$ cat config.mk
export PLATFORM = sky130hd
export DESIGN_NAME = mmio_uart_tx_flat
export DESIGN_NICKNAME = d
export VERILOG_FILES = /design/src/rtl/mmio_uart_pkg.sv /design/src/rtl/mmio_uart_tx_if.sv /design/src/rtl/mmio_tx_fifo.sv /design/src/rtl/mmio_uart_tx.sv /design/src/flat_wrapper.sv
export SDC_FILE = /design/constraint.sdc
export NUM_CORES = 1
export LEC_CHECK = 0
export BUFFER_PORTS_ARGS = -buffer_cell sky130_fd_sc_hd__buf_2
export CORE_UTILIZATION = 55
export CTS_BUF_LIST = sky130_fd_sc_hd__clkbuf_4 sky130_fd_sc_hd__clkbuf_8 sky130_fd_sc_hd__clkbuf_16
export DETAILED_ROUTE_END_ITERATION = 6
export GPL_TIMING_DRIVEN = 1
export PLACE_DENSITY = 0.78
export SYNTH_ARGS = -nofsm -noshare
export SYNTH_HDL_FRONTEND = slang
export SYNTH_SLANG_ARGS = --single-unit
$ cat constraint.sdc
create_clock -name clk_t -period 5.34 [get_ports clk_t]
set_input_delay 1.068 -clock clk_t [delete_from_list [all_inputs] [get_ports clk_t]]
set_output_delay 1.068 -clock clk_t [all_outputs]
set_load 0.02 [all_outputs]
$ cat src/rtl/mmio_uart_pkg.sv
// Shared constants for the MMIO UART transmitter: FSM state encodings,
// register offsets and STATUS bit positions.
package mmio_uart_pkg;

  localparam logic [2:0] ST_IDLE   = 3'd0;
  localparam logic [2:0] ST_START  = 3'd1;
  localparam logic [2:0] ST_DATA   = 3'd2;
  localparam logic [2:0] ST_STOP   = 3'd3;
  localparam logic [2:0] ST_PARITY = 3'd4;

  localparam logic REG_TXDATA = 1'b0;
  localparam logic REG_STATUS = 1'b1;

  localparam int STAT_BUSY  = 0;
  localparam int STAT_FULL  = 1;
  localparam int STAT_EMPTY = 2;
  localparam int STAT_OVF   = 3;

  function automatic logic [31:0] status_word(logic ovf, logic empty, logic full, logic busy);
    logic [31:0] w;
    w = '0;
    w[STAT_OVF]   = ovf;
    w[STAT_EMPTY] = empty;
    w[STAT_FULL]  = full;
    w[STAT_BUSY]  = busy;
    return w;
  endfunction

endpackage

$ cat src/rtl/mmio_uart_tx_if.sv
// Data-memory IO-window bus between the processor (master) and the UART (slave).
// Reads are combinational on io_rdata_t; writes are single-cycle strobes, never stalled.
interface mmio_uart_tx_if;
  logic        io_sel_t;
  logic        io_we_t;
  logic        io_addr_t;
  logic [31:0] io_wdata_t;
  logic [31:0] io_rdata_t;

  modport master (output io_sel_t, output io_we_t, output io_addr_t, output io_wdata_t,
                  input io_rdata_t);
  modport slave  (input io_sel_t, input io_we_t, input io_addr_t, input io_wdata_t,
                  output io_rdata_t);
endinterface

$ cat src/rtl/mmio_tx_fifo.sv
// Byte FIFO: push visible at head one cycle later, head is a combinational read.
// When full, a push is taken only if a pop happens in the same cycle; otherwise it is refused.
module mmio_tx_fifo #(
  parameter int FIFO_DEPTH = 8
) (
  input  logic       clk_t,
  input  logic       rst_t,
  input  logic       push_i,
  input  logic [7:0] push_dat_i,
  input  logic       pop_i,
  output logic       full_o,
  output logic       empty_o,
  output logic       empty_nxt_o,
  output logic [7:0] head_o
);

  localparam int AW = $clog2(FIFO_DEPTH);

  logic [7:0]    mem_q [FIFO_DEPTH];
  logic [AW-1:0] rd_q, wr_q;
  logic [AW:0]   cnt_q, cnt_d;
  logic          push_ok, pop_ok;

  assign full_o  = (cnt_q == (AW+1)'(FIFO_DEPTH));
  assign empty_o = (cnt_q == '0);
  assign pop_ok  = pop_i & ~empty_o;
  assign push_ok = push_i & (~full_o | pop_ok);
  assign head_o  = mem_q[rd_q];

  always_comb begin
    cnt_d = cnt_q;
    if (push_ok && !pop_ok)
      cnt_d = cnt_q + (AW+1)'(1);
    else if (pop_ok && !push_ok)
      cnt_d = cnt_q - (AW+1)'(1);
  end

  assign empty_nxt_o = (cnt_d == '0);

  always_ff @(posedge clk_t or posedge rst_t) begin
    if (rst_t) begin
      rd_q  <= '0;
      wr_q  <= '0;
      cnt_q <= '0;
    end else begin
      cnt_q <= cnt_d;
      if (push_ok) wr_q <= wr_q + AW'(1);
      if (pop_ok)  rd_q <= rd_q + AW'(1);
    end
  end

  always_ff @(posedge clk_t) begin
    if (push_ok) mem_q[wr_q] <= push_dat_i;
  end

endmodule

$ cat src/rtl/mmio_uart_tx.sv
// MMIO serial transmitter: TXDATA stores queue bytes, FSM sends 8N1 LSB-first (tx falls one cycle after a store to an idle UART).
// Stores to a full FIFO are dropped and flagged in STATUS.OVF; MMIO_UART_PARITY_EN adds an even-parity bit.
module mmio_uart_tx
  import mmio_uart_pkg::*;
#(
  parameter int CLK_DIV    = 16,
  parameter int FIFO_DEPTH = 8
) (
  input  logic          clk_t,
  input  logic          rst_t,
  mmio_uart_tx_if.slave bus,
  output logic          tx_t,
  output logic          irq_t
);

  localparam int BW = $clog2(CLK_DIV);

  logic [2:0]    state_q, state_d;
  logic [BW-1:0] baud_q, baud_d;
  logic [2:0]    bit_q, bit_d;
  logic [7:0]    shift_q, shift_d;
  logic          tx_q, tx_d, irq_q, irq_d, ovf_q, ovf_d;
  logic          baud_end, busy, wr_tx, wr_st;
  logic          fifo_pop, fifo_full, fifo_empty, fifo_empty_nxt;
  logic [7:0]    fifo_head;
  logic [31:0]   rdata;
  logic          unused_wdata;
`ifdef MMIO_UART_PARITY_EN
  logic          par_q, par_d;
`endif

  assign baud_end = (baud_q == BW'(CLK_DIV - 1));
  assign busy     = (state_q != ST_IDLE);
  assign wr_tx    = bus.io_sel_t & bus.io_we_t & (bus.io_addr_t == REG_TXDATA);
  assign wr_st    = bus.io_sel_t & bus.io_we_t & (bus.io_addr_t == REG_STATUS);
  assign unused_wdata = ^{bus.io_wdata_t[31:8], bus.io_wdata_t[2:0]};

  mmio_tx_fifo #(.FIFO_DEPTH(FIFO_DEPTH)) u_fifo (
    .clk_t       (clk_t),
    .rst_t       (rst_t),
    .push_i      (wr_tx),
    .push_dat_i  (bus.io_wdata_t[7:0]),
    .pop_i       (fifo_pop),
    .full_o      (fifo_full),
    .empty_o     (fifo_empty),
    .empty_nxt_o (fifo_empty_nxt),
    .head_o      (fifo_head)
  );

  always_comb begin
    state_d  = state_q;
    baud_d   = baud_end ? '0 : baud_q + BW'(1);
    bit_d    = bit_q;
    shift_d  = shift_q;
    fifo_pop = 1'b0;
`ifdef MMIO_UART_PARITY_EN
    par_d    = par_q;
`endif
    case (state_q)
      ST_IDLE: begin
        baud_d = '0;
        if (!fifo_empty) begin
          fifo_pop = 1'b1;
          shift_d  = fifo_head;
`ifdef MMIO_UART_PARITY_EN
          par_d    = ^fifo_head;
`endif
          state_d  = ST_START;
        end
      end
      ST_START: if (baud_end) begin
        state_d = ST_DATA;
        bit_d   = '0;
      end
      ST_DATA: if (baud_end) begin
        shift_d = {1'b0, shift_q[7:1]};
        bit_d   = bit_q + 3'd1;
`ifdef MMIO_UART_PARITY_EN
        if (bit_q == 3'd7) state_d = ST_PARITY;
`else
        if (bit_q == 3'd7) state_d = ST_STOP;
`endif
      end
`ifdef MMIO_UART_PARITY_EN
      ST_PARITY: if (baud_end) state_d = ST_STOP;
`endif
      ST_STOP: if (baud_end) begin
        // Chain straight into the next start bit so queued bytes leave without an idle gap.
        if (!fifo_empty) begin
          fifo_pop = 1'b1;
          shift_d  = fifo_head;
`ifdef MMIO_UART_PARITY_EN
          par_d    = ^fifo_head;
`endif
          state_d  = ST_START;
        end else begin
          state_d  = ST_IDLE;
        end
      end
      default: state_d = ST_IDLE;
    endcase

    case (state_d)
      ST_START:  tx_d = 1'b0;
      ST_DATA:   tx_d = shift_d[0];
`ifdef MMIO_UART_PARITY_EN
      ST_PARITY: tx_d = par_d;
`endif
      default:   tx_d = 1'b1;
    endcase

    irq_d = fifo_empty_nxt & (state_d == ST_IDLE);

    ovf_d = ovf_q;
    if (wr_st && bus.io_wdata_t[STAT_OVF])
      ovf_d = 1'b0;
    else if (wr_tx && fifo_full && !fifo_pop)
      ovf_d = 1'b1;
  end

  always_ff @(posedge clk_t or posedge rst_t) begin
    if (rst_t) begin
      state_q <= ST_IDLE;
      baud_q  <= '0;
      bit_q   <= '0;
      shift_q <= '0;
      tx_q    <= 1'b1;
      irq_q   <= 1'b1;
      ovf_q   <= 1'b0;
`ifdef MMIO_UART_PARITY_EN
      par_q   <= 1'b0;
`endif
    end else begin
      state_q <= state_d;
      baud_q  <= baud_d;
      bit_q   <= bit_d;
      shift_q <= shift_d;
      tx_q    <= tx_d;
      irq_q   <= irq_d;
      ovf_q   <= ovf_d;
`ifdef MMIO_UART_PARITY_EN
      par_q   <= par_d;
`endif
    end
  end

  always_comb begin
    rdata = '0;
    if (bus.io_sel_t && !bus.io_we_t) begin
      if (bus.io_addr_t == REG_STATUS)
        rdata = status_word(ovf_q, fifo_empty, fifo_full, busy);
      else if (!fifo_empty)
        rdata = {24'b0, fifo_head};
    end
  end

  assign bus.io_rdata_t = rdata;
  assign tx_t  = tx_q;
  assign irq_t = irq_q;

endmodule

$ cat src/flat_wrapper.sv
// flat-port wrapper written by rule: the top's interface ports become plain ports
module mmio_uart_tx_flat import mmio_uart_pkg::*;
#(
  parameter int CLK_DIV    = 16,
  parameter int FIFO_DEPTH = 8
)
  (clk_t, rst_t, tx_t, irq_t, bus_io_sel_t, bus_io_we_t, bus_io_addr_t, bus_io_wdata_t, bus_io_rdata_t);
  mmio_uart_tx_if bus_i ();
  input  logic clk_t;
  input  logic rst_t;
  output logic tx_t;
  output logic irq_t;
  input wire logic [$bits(bus_i.io_sel_t)-1:0] bus_io_sel_t;
  input wire logic [$bits(bus_i.io_we_t)-1:0] bus_io_we_t;
  input wire logic [$bits(bus_i.io_addr_t)-1:0] bus_io_addr_t;
  input wire logic [$bits(bus_i.io_wdata_t)-1:0] bus_io_wdata_t;
  output wire logic [$bits(bus_i.io_rdata_t)-1:0] bus_io_rdata_t;
  assign bus_i.io_sel_t = bus_io_sel_t;
  assign bus_i.io_we_t = bus_io_we_t;
  assign bus_i.io_addr_t = bus_io_addr_t;
  assign bus_i.io_wdata_t = bus_io_wdata_t;
  assign bus_io_rdata_t = bus_i.io_rdata_t;
  mmio_uart_tx #(.CLK_DIV(CLK_DIV), .FIFO_DEPTH(FIFO_DEPTH)) u_core (.clk_t(clk_t), .rst_t(rst_t), .bus(bus_i), .tx_t(tx_t), .irq_t(irq_t));
endmodule
==> metrics.md, run 1 <==
| Metric | Value |
|---|---|
| Outcome | `complete, no violations` |
| Final WL | `7700 µm` |
| Cell mode on critical path | `nor2_1` |
| Latest clock arrival within the worst-skew pair | `between 0.3 and 0.4 ns` |
| Routed len/inst | `16.8 µm` |
| Least-Margin Pin Slew | `about 1.1 ns` |
| Crit path DAT | `approximately 2.8 ns` |
| Worst setup EP type | `output port` |
| Seq/Total Area, Yosys | `slightly above 60%` |
| Placer congestion estimate | `approximately 0.8` |
| Top FF cell, synth | `edfxtp_1` |
| Area growth syn-to-layout | `8.12%` |
| Avg Cell Area, Syn | `between 10 and 15 µm²` |
| Fin Clk Skew | `between 0.015 and 0.02 ns` |
| Clk Tree Root Cell | `clkbuf_8` |
| CTS Hold Bufs | `0` |
| Synth unique cells | `49` |
| DIE AREA | `8400 µm²` |
| Initial antenna violation count | `0` |
| Buf+Inv Stages, Crit Path | `1` |
| Setup CP Type | `reg -> out` |
| Number of synthesized flops with an enable pin | `64` |
| Most frequent cell after synthesis | `edfxtp_1` |
| Worst slew margin | `between 20% and 30%` |
| Static leakage | `roughly 1.8 nW` |
| Clk pin slew, worst setup/hold paths | `0.10 ns` |
| Final critical-path share of the clock period | `between 70% and 80%` |
| First-pass GRT wire length | `12600 µm` |
| CTS Buf Count | `9` |
| Synth cell count leaders | `edfxtp_1 (64), dfrtp_1 (29), nand2_1 (27)` |
| Post-CTS sizing | `0` |
| Yosys warns | `0` |
| Initial Util | `approximately 57%` |
| Share of layout cells above drive strength 1 | `between 20% and 30%` |
| Congestion Overflow GR | `0` |
| #FFs+latches synth | `95` |
| Power, Total | `approximately 2.2 mW` |
| CP peak stage delay | `around 1.1 ns` |
| DRC | `0` |
| Setup WS post-layout | `~1.5 ns` |
| Port bufs | `22` |
| Max Fclk | `~0.26 GHz` |
| Setup violations, final | `0` |
| Netlist Area Pre-Place | `4420 µm²` |
| Peak supply drop | `0.000247 V` |
| Post-DR vias/cell | `around 5.6` |
| Critical Path RT | `4.27 ns` |
| Power Dens Cells | `454 nW/µm²` |
| Post-Place Worst Slack | `about 1.8 ns` |
| Hold WC Path Type | `reg -> reg` |
| Final Hold Fails | `0` |
| Die X | `91.7 µm` |
| Num ports | `71` |
| Critical path's top delay family | `flip-flops` |
| Antenna Cells | `0` |
| Row cnt | `32` |
| Vias | `~2600` |
| Setup tns final | `0 ns` |
| CP max-delay cell | `dfrtp_1` |
| DRT antenna net count | `0` |
| Worst-path maximum fanout | `18` |
| Number of global-route vias before repair | `about 2500` |
| Max clock buf depth | `2` |
| Slew Limit Fails | `0` |
| WHS | `~0.47 ns` |
| Final Core Density | `around three fifths` |
| Core ar. | `7770 µm²` |
| Final Critical Period | `between 3 and 4 ns` |
| R2r setup slk | `between 2 and 2.5 ns` |
| CTS tree | `yes` |
| Synth area leader | `edfxtp_1` |
| Number of DRC markers in iteration 0 | `between 100 and 150` |
| Final net count | `about 400` |
| RSZ-0062 raised after global routing | `false` |
| Mapped Cells | `326` |
| DIE HEIGHT | `between 90 and 100 µm` |
| Cell Chain, Critical Path | `mux4_2 > mux2_2 > nand2_1 > nor2_1 > a21oi_1 > nor2_1 > buf_2` |
| Total iterations of the first detailed-routing run | `4` |
| Max Cap Violations | `0` |
| H-Tree Depth | `3` |
| Asr flop ratio synth | `about a third` |
| Post-CTS setup buffer count | `0` |
| Top cell type's share of synthesized area | `43.5%` |
| Startpoint types | `flop` |
| Total track usage | `between 20% and 30%` |
| Detailed placer's ending HPWL | `just over 5000 µm` |
| Largest cells by area after synthesis | `edfxtp_1 (43%), dfrtp_1 (16%), mux4_2 (8.1%)` |
| Total clock sinks | `95` |
| Largest net degree at the start of global routing | `32` |
## layout by cell type (no fill, tap or decap), drive strengths merged, types with 3 or more instances in the layout
master	Yosys	routed
nor2	23	23
a22oi	6	6
xnor2	6	6
nand3	6	6
clkinv	0	3
conb	1	25
o21ai	20	20
and3	3	3
or3	3	3
nand2b	5	5
a22o	4	4
mux2	6	6
buf	33	29
clkbuf	5	9
edfxtp	64	64
inv	5	8
mux4	16	16
a21oi	12	12
ha	8	8
nor3	10	10
dfrtp	29	29
nor4	4	4
nand2	27	27
xor2	3	3
a21o	3	3
## cell families after synthesis
group / count (synthesis) / share of synthesized area, %
DFF: 95 / 61.0
muxes: 24 / 10.1
buffers and inverters: 43 / 6.20
AOI/OAI and AO/OA: 54 / 7.98
other: 1 / 0.0848
adders and majority gates: 8 / 2.26
xor gates and xnor gates: 9 / 1.95
and+or+nand+nor: 92 / 10.4
## sequential cells by signal, indices dropped and copies added, names as in the netlist
| register | cells |
|---|---|
| u_core.u_fifo.mem_q | 64 |
| u_core.shift_q | 8 |
| u_core.baud_q | 4 |
| u_core.u_fifo.cnt_q | 4 |
| u_core.bit_q | 3 |
| u_core.state_q | 3 |
| u_core.u_fifo.rd_q | 3 |
| u_core.u_fifo.wr_q | 3 |
| u_core.irq_t | 1 |
| u_core.ovf_q | 1 |
| u_core.tx_t | 1 |
## per-layer routing
metal	routed length, µm	GRT usage (%)	up-vias	share of wire, %
met1	3390	25.1	1285	44
met2	3980	34.5	57	52
met4	80	8.33	0	1.0
li1	-	-	1222	-
met3	250	4.56	9	3.2
met5	0	0	-	0
## final timing paths
check                                             to             startpoint  depth (start not counted)
min                                 u_core.baud_q[0]       u_core.baud_q[0]                          1
min reg2reg                         u_core.baud_q[0]       u_core.baud_q[0]                          1
max                                bus_io_rdata_t[3]  u_core.u_fifo.rd_q[0]                          7
max reg2reg                u_core.u_fifo.mem_q[4][1]      u_core.state_q[0]                          7
min in group asynchronous      u_core.u_fifo.rd_q[1]                  rst_t                          3
max in group asynchronous               u_core.irq_t                  rst_t                          3
## through the flow
stage	area [µm²]	cells
finish	4780	459
global route	4780	459
CTS	4780	459
detailed placement	4550	443
global placement	4550	443
floorplan	4510	350
## power by group
| group | leakage [nW] | switching (mW) | internal, mW |
|---|---|---|---|
| sequential | 0.957 | 0.166 | 0.892 |
| clock | 0.116 | 0.283 | 0.236 |
| combinational | 0.777 | 0.284 | 0.309 |
| total | 1.85 | 0.733 | 1.44 |
## cell type report
class,count,area (µm²)
Tap cell,102,128
Timing Repair Buffer,29,163
Clock buffer,9,124
Multi-Input combinational cell,212,1540
Sequential cell,95,2700
Clock inverter,7,110
Inverter,5,18.8
Fill cell,596,2990
No activity file was read; power rests on OpenSTA's default activity.
==> run 2: changes to the inputs <==
clock period = 3.8 ns   (was 5.34 ns; I/O delays follow)
==> run 2 against run 1 <==
- setup slack got worse by 0.83 ns
- utilization decreased by 0.24 points
- first-iteration DRC count decreased by 26%
- hold slack got worse by 0.0015 ns
- cell area decreased by 0.39%
- via count increased by 1.3%
- largest power group unchanged
- critical path type unchanged
- register-to-register slack got worse by 1.3 ns
- clock skew decreased by 0.0075 ns
- sequential share of layout area increased by 0.22 points
- total power increased by 36%
==> metrics.md, run 2 (synthesis gave the netlist of run 1 again) <==
| Metric | Value |
|---|---|
| Port bufs | `22 (unchanged)` |
| Fin Clk Skew | `0.00803 ns (-0.00750 ns)` |
| Setup tns final | `0 ns (unchanged)` |
| Total iterations of the first detailed-routing run | `4 (unchanged)` |
| Reg2reg start | `u_core.state_q[0]` |
| Crit path DAT | `2.42 ns (-0.40 ns)` |
| Startpoint types | `flop` |
| Outcome | `complete, no violations` |
| CTS Buf Count | `9 (unchanged)` |
| Row cnt | `32 (unchanged)` |
| Area growth syn-to-layout | `7.69%` |
| DRT antenna net count | `0 (unchanged)` |
| Core ar. | `7770 µm² (unchanged)` |
| Worst R2R Path Depth | `7 (unchanged)` |
| Latest clock arrival within the worst-skew pair | `0.36 ns (about the same)` |
| Total track usage | `20.5% (+0.27 points)` |
| Hold WC Path Type | `in -> async` |
| Setup WS post-layout | `0.623 ns (-0.832 ns)` |
| Number of DRC markers in iteration 0 | `90 (-26%)` |
| Detailed placer's ending HPWL | `5370 µm (+3.9%)` |
| Post-CTS setup buffer count | `0 (unchanged)` |
| Routed len/inst | `16.5 µm (-1.3%)` |
| Final Core Density | `61.3% (-0.24 points)` |
| Vias | `2606 (+1.3%)` |
| Power, Total | `2.96 mW (+36%)` |
| Antenna Cells | `0 (unchanged)` |
| Peak supply drop | `0.000365 V (+48%)` |
| First-pass GRT wire length | `12800 µm (+1.5%)` |
| Setup violations, final | `0 (unchanged)` |
| Setup CP Type | `reg -> out` |
| Post-layout instance count excluding filler cells | `463 (+0.87%)` |
| Clk Tree Root Cell | `clkbuf_8` |
| Final WL | `7660 µm (-0.44%)` |
| Slew Limit Fails | `0 (unchanged)` |
| Initial Util | `56.9% (unchanged)` |
| Post-CTS sizing | `0 (unchanged)` |
| Final Hold Fails | `0 (unchanged)` |
| Die X | `91.7 µm (unchanged)` |
| Share of layout cells above drive strength 1 | `22.4% (+0.59 points)` |
| Number of global-route vias before repair | `2509 (+0.28%)` |
| Post-Place Worst Slack | `0.978 ns (-0.848 ns)` |
| CTS tree | `yes` |
| Worst setup EP type | `output port` |
| Clk pin slew, worst setup/hold paths | `0.10 ns (about the same)` |
| Commonest non-fill, non-tap cell in the layout | `edfxtp_1` |
| Most frequent cells in the layout | `edfxtp_1 (64), dfrtp_1 (29), nand2_1 (27)` |
| DRC | `0 (unchanged)` |
| Largest net degree at the start of global routing | `32 (unchanged)` |
| Biggest regs | `u_core.u_fifo.mem_q x64, u_core.shift_q x8` |
| Final critical-path share of the clock period | `83.6%` |
| CTS Hold Bufs | `0 (unchanged)` |
| H-Tree Depth | `3 (unchanged)` |
| Placer congestion estimate | `0.789 (-1.6%)` |
| R2r setup slk | `0.92 ns (-1.34 ns)` |
| DIE HEIGHT | `91.7 µm (unchanged)` |
| Post-DR vias/cell | `5.63 (+0.41%)` |
| RSZ-0062 raised after global routing | `false` |
| Least-Margin Pin Slew | `0.792 ns (-0.294 ns)` |
| Crit Reg-Reg Endpoint | `u_core.u_fifo.mem_q[7][2]` |
| Biggest register | `u_core.u_fifo.mem_q` |
| Initial antenna violation count | `0 (unchanged)` |
| Max clock buf depth | `2 (unchanged)` |
| Max Fclk | `between 0.3 and 0.4 GHz` |
| Num ports | `71 (unchanged)` |
| Final Critical Period | `between 3 and 4 ns` |
| Max reg flops | `64 (unchanged)` |
| Worst-path maximum fanout | `18 (unchanged)` |
| Critical Path RT | `3.04 ns (-1.23 ns)` |
| Cells after DPL | `447 (+0.90%)` |
| Worst slew margin | `47.2% (+20 points)` |
| Total clock sinks | `95 (unchanged)` |
| Final net count | `401 (+1.0%)` |
| Power Dens Cells | `621 nW/µm² (+37%)` |
| DIE AREA | `8400 µm² (unchanged)` |
| Static leakage | `1.85 nW (about the same)` |
| Congestion Overflow GR | `0 (unchanged)` |
| Max Cap Violations | `0 (unchanged)` |
[run 2: cell count changes in the layout (fill, tap and decap cells not counted)]
cell	change
clkinv_1	+1
buf_4	+4
bufinv_16	-1
clkinv_4	+2
inv_6	+1
clkinv_8	-3
[run 2: worst max-delay path by stage]
stage                                            to  cells after the start                   from
final                             bus_io_rdata_t[1]                      7  u_core.u_fifo.rd_q[1]
after global routing              bus_io_rdata_t[1]                      7  u_core.u_fifo.rd_q[1]
after CTS                         bus_io_rdata_t[1]                      7  u_core.u_fifo.rd_q[1]
after detailed placement  u_core.u_fifo.mem_q[7][4]                      7      u_core.state_q[0]
after global placement    u_core.u_fifo.mem_q[6][4]                      7      u_core.state_q[0]
after floorplan                   bus_io_rdata_t[0]                      7  u_core.u_fifo.rd_q[0]
[run 2: final cells by class]
type	count	area (µm²)
clock buffers	9	124
clock inverters	7	61.3
fillers	596	3000
inverters	5	18.8
multi-input cells	212	1540
flip-flops and latches	95	2700
well taps	102	128
repair buffers	33	193
[run 2: critical path, stage by stage (launching register included)]
cell and delay, ns:
dfrtp_1 0.87, mux4_2 0.41, mux2_2 0.29, nand2_1 0.10, nor2_1 0.05, a21oi_1 0.11, nor2_1 0.06, buf_2 0.16
[run 2: per-layer routing]
layer  GRT usage [%]  vias up  share of wire, %
met2            35.0       74                51
met1            26.0     1296                43
met4            5.69        0               1.3
met3            5.47       10               4.3
li1                -     1226                 -
met5               0        -                 0
[run 2: power breakdown]
part / total, mW / switching (mW) / internal [mW]
Combinational: 0.898 / 0.455 / 0.442
Sequential: 1.44 / 0.184 / 1.25
Clock: 0.621 / 0.369 / 0.252
[run 2: through the flow]
step	instance area (µm²)	hold WS (ns)
4_1_cts	4760	0.468
5_1_grt	4760	0.488
6_report	4760	0.466
3_3_place_gp	4580	0.445
3_5_place_dp	4580	0.456
2_1_floorplan	4510	0.430
